### src/rtl/rv32i_pkg.sv
// Shared definitions for the RV32M divide unit: operation codes, FSM state
// encoding and small helpers used when capturing operands.
package rv32i_pkg;

  // Operation codes carried on I_OP_TYPE
  localparam logic [1:0] OP_DIV  = 2'b00;
  localparam logic [1:0] OP_DIVU = 2'b01;
  localparam logic [1:0] OP_REM  = 2'b10;
  localparam logic [1:0] OP_REMU = 2'b11;

  // Divider FSM state encoding
  localparam logic [1:0] ST_IDLE = 2'd0;
  localparam logic [1:0] ST_CALC = 2'd1;
  localparam logic [1:0] ST_FIX  = 2'd2;
  localparam logic [1:0] ST_DONE = 2'd3;

  // Signed variants take operand magnitudes and fix signs at the end
  function automatic logic op_is_signed(input logic [1:0] op);
    return (op == OP_DIV) || (op == OP_REM);
  endfunction

  // Remainder variants return the remainder register instead of the quotient
  function automatic logic op_is_rem(input logic [1:0] op);
    return (op == OP_REM) || (op == OP_REMU);
  endfunction

  // Two's-complement magnitude; 0x80000000 maps to itself, which is the
  // correct unsigned magnitude 2^31
  function automatic logic [31:0] abs32(input logic [31:0] v);
    return v[31] ? (~v + 32'd1) : v;
  endfunction

endpackage

### src/rtl/rv32m_divider_rca_32.sv
// RCA_32: 32-bit ripple-carry adder with carry in and carry out.
module RCA_32 (
  input  logic [31:0] a_i,
  input  logic [31:0] b_i,
  input  logic        c_i,
  output logic [31:0] sum_o,
  output logic        c_o
);

  logic [32:0] carry;

  assign carry[0] = c_i;

  // One full adder per bit, carry rippling from bit 0 upwards
  generate
    for (genvar gi = 0; gi < 32; gi++) begin : g_fa
      assign sum_o[gi]    = a_i[gi] ^ b_i[gi] ^ carry[gi];
      assign carry[gi+1]  = (a_i[gi] & b_i[gi]) | (carry[gi] & (a_i[gi] ^ b_i[gi]));
    end
  endgenerate

  assign c_o = carry[32];

endmodule

### src/rtl/rv32m_divider.sv
// rv32m_divider: multi-cycle RV32M DIV/DIVU/REM/REMU unit. A restoring
// divider runs 32 iterations on operand magnitudes, then a FIX cycle applies
// signs. Divide-by-zero and signed overflow bypass the iterations.
module rv32m_divider
  import rv32i_pkg::*;
(
  input  logic        I_CLK,
  input  logic        I_RSTN,
  input  logic        I_START,
  input  logic [31:0] I_OP_A,
  input  logic [31:0] I_OP_B,
  input  logic [1:0]  I_OP_TYPE,
  output logic        O_BUSY,
  output logic        O_DONE,
  output logic [31:0] O_RESULT
);

  logic [1:0]  state_q, state_d;
  logic [4:0]  cnt_q, cnt_d;
  logic [31:0] rem_q, rem_d;
  logic [31:0] quo_q, quo_d;
  logic [31:0] dvsr_q, dvsr_d;
  logic [31:0] result_q, result_d;
  logic [1:0]  op_q, op_d;
  logic        neg_q, neg_d;

  logic        accept;
  logic        div_zero;
  logic        overflow;
  logic [31:0] fast_result;
  logic [31:0] trial_a;
  logic [31:0] trial_diff;
  logic        trial_carry;
  logic        trial_ge;
  logic [31:0] fix_mag;

  assign accept   = I_START && ((state_q == ST_IDLE) || (state_q == ST_DONE));
  assign div_zero = (I_OP_B == 32'd0);
  assign overflow = op_is_signed(I_OP_TYPE) && (I_OP_A == 32'h8000_0000) &&
                    (I_OP_B == 32'hFFFF_FFFF);

  // Shifted partial remainder: {rem, quo} << 1 exposes rem[31] as bit 32 and
  // quo[31] as the new bit 0 of the 33-bit trial value.
  assign trial_a = {rem_q[30:0], quo_q[31]};

  RCA_32 u_trial_sub (
    .a_i   (trial_a),
    .b_i   (~dvsr_q),
    .c_i   (1'b1),
    .sum_o (trial_diff),
    .c_o   (trial_carry)
  );

  // Carry extension to 33 bits: the divisor's bit 32 is zero (inverted to one),
  // so the carry out of bit 32 is rem[31] | carry; carry set means no borrow,
  // i.e. the difference is non-negative. The kept difference is always < divisor
  // and therefore fits in the low 32 bits.
  assign trial_ge = rem_q[31] | trial_carry;

  assign fix_mag = op_is_rem(op_q) ? rem_q : quo_q;

  // Result for the operations that skip the iterative path
  always_comb begin
    fast_result = 32'd0;
    if (div_zero) begin
      fast_result = op_is_rem(I_OP_TYPE) ? I_OP_A : 32'hFFFF_FFFF;
    end else begin
      fast_result = op_is_rem(I_OP_TYPE) ? 32'd0 : 32'h8000_0000;
    end
  end

  // Next-state and datapath update for all FSM states
  always_comb begin
    state_d  = state_q;
    cnt_d    = cnt_q;
    rem_d    = rem_q;
    quo_d    = quo_q;
    dvsr_d   = dvsr_q;
    result_d = result_q;
    op_d     = op_q;
    neg_d    = neg_q;
    case (state_q)
      ST_IDLE, ST_DONE: begin
        state_d = ST_IDLE;
        if (accept) begin
          if (div_zero || overflow) begin
            state_d  = ST_DONE;
            result_d = fast_result;
          end else begin
            state_d = ST_CALC;
            cnt_d   = 5'd0;
            rem_d   = 32'd0;
            op_d    = I_OP_TYPE;
            if (op_is_signed(I_OP_TYPE)) begin
              quo_d  = abs32(I_OP_A);
              dvsr_d = abs32(I_OP_B);
              neg_d  = op_is_rem(I_OP_TYPE) ? I_OP_A[31] : (I_OP_A[31] ^ I_OP_B[31]);
            end else begin
              quo_d  = I_OP_A;
              dvsr_d = I_OP_B;
              neg_d  = 1'b0;
            end
          end
        end
      end
      ST_CALC: begin
        rem_d = trial_ge ? trial_diff : trial_a;
        quo_d = {quo_q[30:0], trial_ge};
        cnt_d = cnt_q + 5'd1;
        if (cnt_q == 5'd31) begin
          state_d = ST_FIX;
        end
      end
      ST_FIX: begin
        result_d = neg_q ? (32'd0 - fix_mag) : fix_mag;
        state_d  = ST_DONE;
      end
      default: begin
        state_d = ST_IDLE;
      end
    endcase
  end

  // State registers with asynchronous active-low clear
  always_ff @(posedge I_CLK or negedge I_RSTN) begin
    if (!I_RSTN) begin
      state_q  <= ST_IDLE;
      cnt_q    <= 5'd0;
      rem_q    <= 32'd0;
      quo_q    <= 32'd0;
      dvsr_q   <= 32'd0;
      result_q <= 32'd0;
      op_q     <= 2'd0;
      neg_q    <= 1'b0;
    end else begin
      state_q  <= state_d;
      cnt_q    <= cnt_d;
      rem_q    <= rem_d;
      quo_q    <= quo_d;
      dvsr_q   <= dvsr_d;
      result_q <= result_d;
      op_q     <= op_d;
      neg_q    <= neg_d;
    end
  end

  assign O_BUSY   = (state_q == ST_CALC) || (state_q == ST_FIX);
  assign O_DONE   = (state_q == ST_DONE);
  assign O_RESULT = result_q;

endmodule

### config.mk
export PLATFORM = sky130hd
export DESIGN_NAME = rv32m_divider
export DESIGN_NICKNAME = d
export VERILOG_FILES = /design/src/rtl/rv32i_pkg.sv /design/src/rtl/rv32m_divider_rca_32.sv /design/src/rtl/rv32m_divider.sv
export SDC_FILE = /design/constraint.sdc
export NUM_CORES = 1
export LEC_CHECK = 0
export CORE_MARGIN = 1
export CORE_UTILIZATION = 40
export DETAILED_ROUTE_END_ITERATION = 12
export PLACE_DENSITY = 0.68
export SETUP_SLACK_MARGIN = 0.2
export SYNTH_ARGS = -nofsm -noshare
export SYNTH_HDL_FRONTEND = slang
export SYNTH_HIERARCHICAL = 1
export SYNTH_SLANG_ARGS = --single-unit
export TNS_END_PERCENT = 1
### constraint.sdc
create_clock -name I_CLK -period 40.3 [get_ports I_CLK]
set_input_delay 4.03 -clock I_CLK [delete_from_list [all_inputs] [get_ports I_CLK]]
set_output_delay 4.03 -clock I_CLK [all_outputs]
set_load 0.01 [all_outputs]
### Word level (Yosys, flattened, before mapping)

Cells that the tools add are included.
W data, S select, Z words.

* input port bits: 69
* output and inout bits: 34
* logic and storage cells: 237
* register bits after elaboration: 138

* equality and inequality tests: 14
* mux-type cells: 28
* reductions and logical operators: 18
* bitwise gates (word level): 165
* add/subtract/negate cells: 4

Operator list (count)
* $mux W32: 16
* $pmux W32 S2: 3
* $not A32 Y32: 3
* $add A32 B1 Y32 const B: 2
* $eq A32 B32 Y1 const B: 2
* $xor A1 B1 Y1: 64
* $and A1 B1 Y1: 63
* $or A1 B1 Y1: 33
* $logic_not A32 Y1: 1
* $sub A1 B32 Y32 const A: 1
* $eq A2 B2 Y1 const B: 6
* $mux W5: 2
* $pmux W5 S2: 1
* $reduce_and A3 Y1: 3
* $ne A2 B2 Y1 const B: 4
* $logic_or A1 B1 Y1: 6
* $mux W2: 3
* $pmux W2 S3: 1
* $add A5 B1 Y5 const B: 1
* $eq A5 B5 Y1 const B: 1
* $logic_not A2 Y1: 2
* $reduce_bool A2 Y1: 2
* $logic_and A1 B1 Y1: 3
* $eq A2 B1 Y1 const B: 1
* 3 further kinds: 5

### Logic depth before layout (Yosys ltp)

* word-level depth: 68
* depth in mapped cells: 42
* mapped depth without buffers: 41

### Hierarchy

Netlist, hierarchy kept.

Modules (own cells, without submodules)
* rv32m_divider: seq. area each 3428.3 sq um, times used 1, area each 9705.6 sq um, cells an instance 1111
* RCA_32: seq. area each 0.0 sq um, times used 1, area each 678.2 sq um, cells an instance 42

### Worst setup path after synthesis

OpenSTA, ideal clock, no wires.

* path type: reg-to-reg
* start point: register quo_q[31]
* end point: register rem_q[10]
* period minus slack after synthesis: 13.527 ns
* data arrival time: 13.392 ns
* library setup time: 0.135 ns
* path slack: 26.773 ns
* cell stages (with the launch flop): 41
* required time: 40.165 ns
* buffers on the path: 1
* cell sequence: dfrtp_1 -> fa_1 -> fa_1 -> fa_1 -> fa_1 -> fa_1 -> fa_1 -> fa_1 -> fa_1 -> fa_1 -> fa_1 -> fa_1 -> fa_1 -> fa_1 -> fa_1 -> fa_1 -> fa_1 -> inv_1 -> [5 not listed] -> fa_1 -> fa_1 -> fa_1 -> fa_1 -> fa_1 -> fa_1 -> fa_1 -> fa_1 -> fa_1 -> fa_1 -> fa_1 -> inv_1 -> fa_1 -> inv_1 -> nor2_1 -> clkbuf_1 -> mux2i_1 -> o31ai_1

* word-level cells in the longest chain between the ends: 67
* elaborated cells on any way between the ends: 69
* classes of those cells: mux: 2; bitwise: 67

RTL lines
* start, declared: RTL line rv32m_divider.sv:21 `logic [31:0] quo_q, quo_d;`
* start signal, assigned: RTL line rv32m_divider.sv:139 `quo_q <= quo_d;`
* $and A1 B1 Y1 / $xor A1 B1 Y1 (equally long branches): RTL line rv32m_divider_rca_32.sv:18 `assign carry[gi+1] = (a_i[gi] & b_i[gi]) | (carry[gi] & (a_i[gi] ^ b_i[gi]));`
* $or A1 B1 Y1 *: RTL line rv32m_divider_rca_32.sv:18
* $and A1 B1 Y1 *: RTL line rv32m_divider_rca_32.sv:18
* $or A1 B1 Y1 *: RTL line rv32m_divider_rca_32.sv:18
* $and A1 B1 Y1 *: RTL line rv32m_divider_rca_32.sv:18
* $or A1 B1 Y1 *: RTL line rv32m_divider_rca_32.sv:18
* $and A1 B1 Y1 *: RTL line rv32m_divider_rca_32.sv:18
* $or A1 B1 Y1 *: RTL line rv32m_divider_rca_32.sv:18
* [52 not listed]
* $and A1 B1 Y1 *: RTL line rv32m_divider_rca_32.sv:18
* $or A1 B1 Y1 *: RTL line rv32m_divider_rca_32.sv:18
* $and A1 B1 Y1 *: RTL line rv32m_divider_rca_32.sv:18
* $or A1 B1 Y1 *: RTL line rv32m_divider_rca_32.sv:18
* net trial_carry: RTL line rv32m_divider.sv:33 `logic trial_carry;`
* $or A1 B1 Y1 *: RTL line rv32m_divider.sv:58 `assign trial_ge = rem_q[31] | trial_carry;`
* $mux W32 *: RTL line rv32m_divider.sv:107 `rem_d = trial_ge ? trial_diff : trial_a;`
* $pmux W32 S2 *: RTL line rv32m_divider.sv:82 `case (state_q)`
* end signal, assigned: RTL line rv32m_divider.sv:138 `rem_q <= rem_d;`
* end, declared: RTL line rv32m_divider.sv:20 `logic [31:0] rem_q, rem_d;`

The timed path passes the listed nets; every way through them passes the cells marked *.
A chain may end at the register's enable or synchronous reset.

### Worst setup path in the final report

* start point: register quo_q[31]
* end point: register rem_q[20]

The elaborated chain is that of the path after synthesis.

==> impl_metrics.py <==
metrics = {
    "clock_network": {
        "h-tree-depth": 4,
        "cts_tree": "done",
        "post-cts-setup-buffers": 0,
        "cts_buffer_depth": 2,
        "cts.clk_slew.worst_paths_ns": 0.06,
        "ctsResizeCount": 0,
        "clk_latency_ns": 0.43,
        "cts_sinks": 137,
        "numCtsBuffers": 17,
        "ctsHoldBuffers": 0,
        "clockRootBuffer": "clkbuf_16",
    },
    "global_route": {
        "grtUsageMet2": 0.3352,
        "use_met3": 0.05180,
        "globalRouteOverflowTotal": 0,
        "grt_usage": 0.2321,
        "busiest_layer": "met1",
        "antenna_found_initial": 0,
        "met1_usage": 0.3439,
        "grt_pass1_vias": 8623,
        "grt_first_pass_wirelength_mm": 48.04,
        "grt_max_degree": 108,
    },
    "hold_path": {
        "min_path_cells": 2,
        "worstHoldEndpoint": "dvsr_q[19]",
        "worst_hold_path_type": "reg -> reg",
        "min_from": "dvsr_q[19]",
    },
    "place": {
        "dpl.hpwl_mm": 21.63,
        "gp_congestion": 0.8711,
        "port_buffers": 102,
    },
    "yosys": {
        "syn_area_sq_mm": 0.01038,
        "synth_cell_types": 85,
        "async_reset_ff_frac": 1.000,
        "ys.flop_type": "dfrtp_1",
        "syn_avg_cell_area_sq_um": 9.006,
        "yosysSeqAreaShare": 0.3302,
        "synth.net_count": 1263,
        "synth-seq-cells": 137,
        "postSynthCellCount": 1153,
        "synth_edf_count": 0,
        "yosys_warnings": 6,
    },
    "route": {
        "postRouteAntennaNets": 0,
        "routedWlPerCell_um": 19.12,
        "routed_wl_mm": 29.64,
        "route.detailed.drc": 0,
        "drtIter0Drc": 1023,
        "route.vias.total": 9156,
        "first_pass_iters": 7,
        "vias_per_cell": 5.907,
    },
    "sta": {
        "timing.final.hold_violations": 0,
        "maxSlewHeadroom": 0.1817,
        "worst_clock_skew_ns": 0.008531,
        "finalSetupViolCount": 0,
        "min_period_ns": 14.41,
        "tightest_slew_ns": 1.225,
        "maxSlewViolCount": 0,
        "max_freq_mhz": 69.40,
        "tns_ns": 0,
        "fin_crit_sh": 0.3575,
        "rsz0062_at_grt": "false",
        "holdWs_ns": 0.4790,
    },
    "floorplanning": {
        "die_y_um": 163.1,
        "die_w_um": 163.1,
        "start_util": 0.4100,
        "io_pins": 103,
        "die_area_sq_mm": 0.02661,
        "fp.coreArea_sq_mm": 0.02533,
        "rows": 58,
    },
    "critical_path": {
        "path_max_fanout": 33,
        "max_stage_delay_ns": 0.91,
        "cp_slowest_cell": "nor2_4",
        "r2r_end": "rem_q[20]",
        "reg2reg_depth": 39,
        "rrSetupSlack_ns": 25.89,
        "setup.worst_path.end_class": "flip-flop",
        "worstSetupPathType": "reg -> reg",
        "crit_top_cell": "fa_1",
        "cp-start-kind": "flip-flop",
        "crit_arrival_ns": 14.73,
        "r2r_start": "quo_q[31]",
        "required_ns": 40.62,
    },
    "outcome": {
        "status": "completed",
    },
    "job": {
        "cap_violations": 0,
    },
    "finish": {
        "fin_nets": 1317,
        "n_antenna_cell": 0,
        "drive_above_1_share": 0.08443,
        "n_fill_cell": 2420,
        "area_growth_pct": 16.66,
    },
    "power": {
        "powerDensity_mw_per_mm2": 67.51,
        "p_leak_nw": 4.999,
        "power_mw": 0.8179,
        "peakVddDrop_uv": 39.76,
    },
}
how the worst max path moves through the flow:
stage	cells after the start	slack, ns	start	endpoint
CTS	39	25.93	quo_q[31]	rem_q[20]
detailed placement	39	26.02	quo_q[31]	rem_q[30]
finish	39	25.89	quo_q[31]	rem_q[20]
floorplan	40	26.77	quo_q[31]	rem_q[10]
global route	39	25.47	quo_q[31]	rem_q[7]
global placement	39	26.21	quo_q[31]	rem_q[7]
per-layer routing:
metal	share of wire	routed length [um]	vias to the layer above
li1	-	-	4308
met1	0.47	14030	4396
met2	0.42	12470	414
met3	0.091	2693	38
met4	0.015	449	0
met5	0	0	-
cell usage after synthesis, types with 20 or more instances:
cell,number,share of area
xor2_1,34,0.029
clkbuf_1,46,0.017
mux2_2,21,0.023
mux2i_1,63,0.061
inv_1,60,0.022
a31oi_1,21,0.013
nor2_1,76,0.027
nand3_1,63,0.030
dfrtp_1,137,0.33
xnor2_1,45,0.038
a21oi_1,54,0.026
o31ai_1,49,0.035
o21ai_0,85,0.041
buf_2,20,0.0096
nand2_1,75,0.027
nor3_1,24,0.012
fa_1,32,0.062
power by group:
group,switching [mW],leakage (nW),total (mW),internal [mW]
sequential,0.0416,1.72,0.232,0.190
clock,0.0653,0.281,0.157,0.0921
combinational,0.257,3.00,0.429,0.172
total,0.364,5.00,0.818,0.454
through the flow:
stage                     utilization  setup slack, ns  cell area [sq um]  std cells
after global routing           0.4783            25.47              12110       1550
after floorplan                     -            26.77              10380       1153
after CTS                      0.4783            25.93              12110       1550
after global placement         0.4551            26.21              11530       1518
final                          0.4783            25.89              12110       1550
after detailed placement       0.4551            26.02              11530       1518
worst max-delay path, delay by kind of cell (launching register included):
kind	cells	cell delay [ns]
adder cells (fa/ha/maj)	32	12.18
AND/OR/NAND/NOR	1	0.91
flip-flops	1	0.42
buffers and inverters	4	0.27
AO/OA/AOI/OAI	1	0.27
multiplexers	1	0.20
flip-flops by register name (all words and copies together), names as in the netlist:
name      count
quo_q        32
neg_q         1
O_RESULT     32
rem_q        32
state_q       2
dvsr_q       32
cnt_q         5
op_q          1
layout by cell type (no fill, tap or decap), types with 4 or more instances in the layout:
cell type and instances:
dfrtp_1 136, clkdlybuf4s50_1 101, o21ai_0 85, nor2_1 75, nand2_1 75, mux2i_1 63
nand3_1 63, inv_1 60, a21oi_1 54, o31ai_1 49, xnor2_1 45, xor2_1 34
fa_1 32, nor3_1 24, mux2_2 21, a31oi_1 21, nor4_1 19, mux2_1 18
clkbuf_16 17, nand4_1 15, or4_1 15, o41ai_1 14, or3_1 13, nand2b_1 12
buf_4 12, o22ai_1 9, ha_1 8, a22oi_1 6, inv_6 6, nor4b_1 5
a22o_1 5, and3_1 4, nor2b_1 4, or2_2 4
layout make-up:
class                      instances  area [sq um]  share of cell area
clock inverter                    15         162.7             0.01343
timing repair buffer             114          1112             0.09182
clock buffer                      17         425.4             0.03512
tap                              330         412.9             0.03408
multi-input combinational        876          6342              0.5235
sequential                       137          3430              0.2831
inverter                          61         229.0             0.01890
kinds of logic (layout without fill, tap and decap cells):
kind of cell / count (synthesis) / in the layout / share of synthesized area
other: 1 / 1 / 0.0003611
DFF: 137 / 137 / 0.3302
buffers and inverters: 140 / 207 / 0.06097
muxes: 102 / 102 / 0.1030
adders and majority gates: 41 / 41 / 0.07254
xor gates and xnor gates: 79 / 79 / 0.06664
AOI/OAI and AO/OA: 292 / 292 / 0.1816
and+or+nand+nor: 361 / 361 / 0.1847
(Power assumes the default switching activity.)
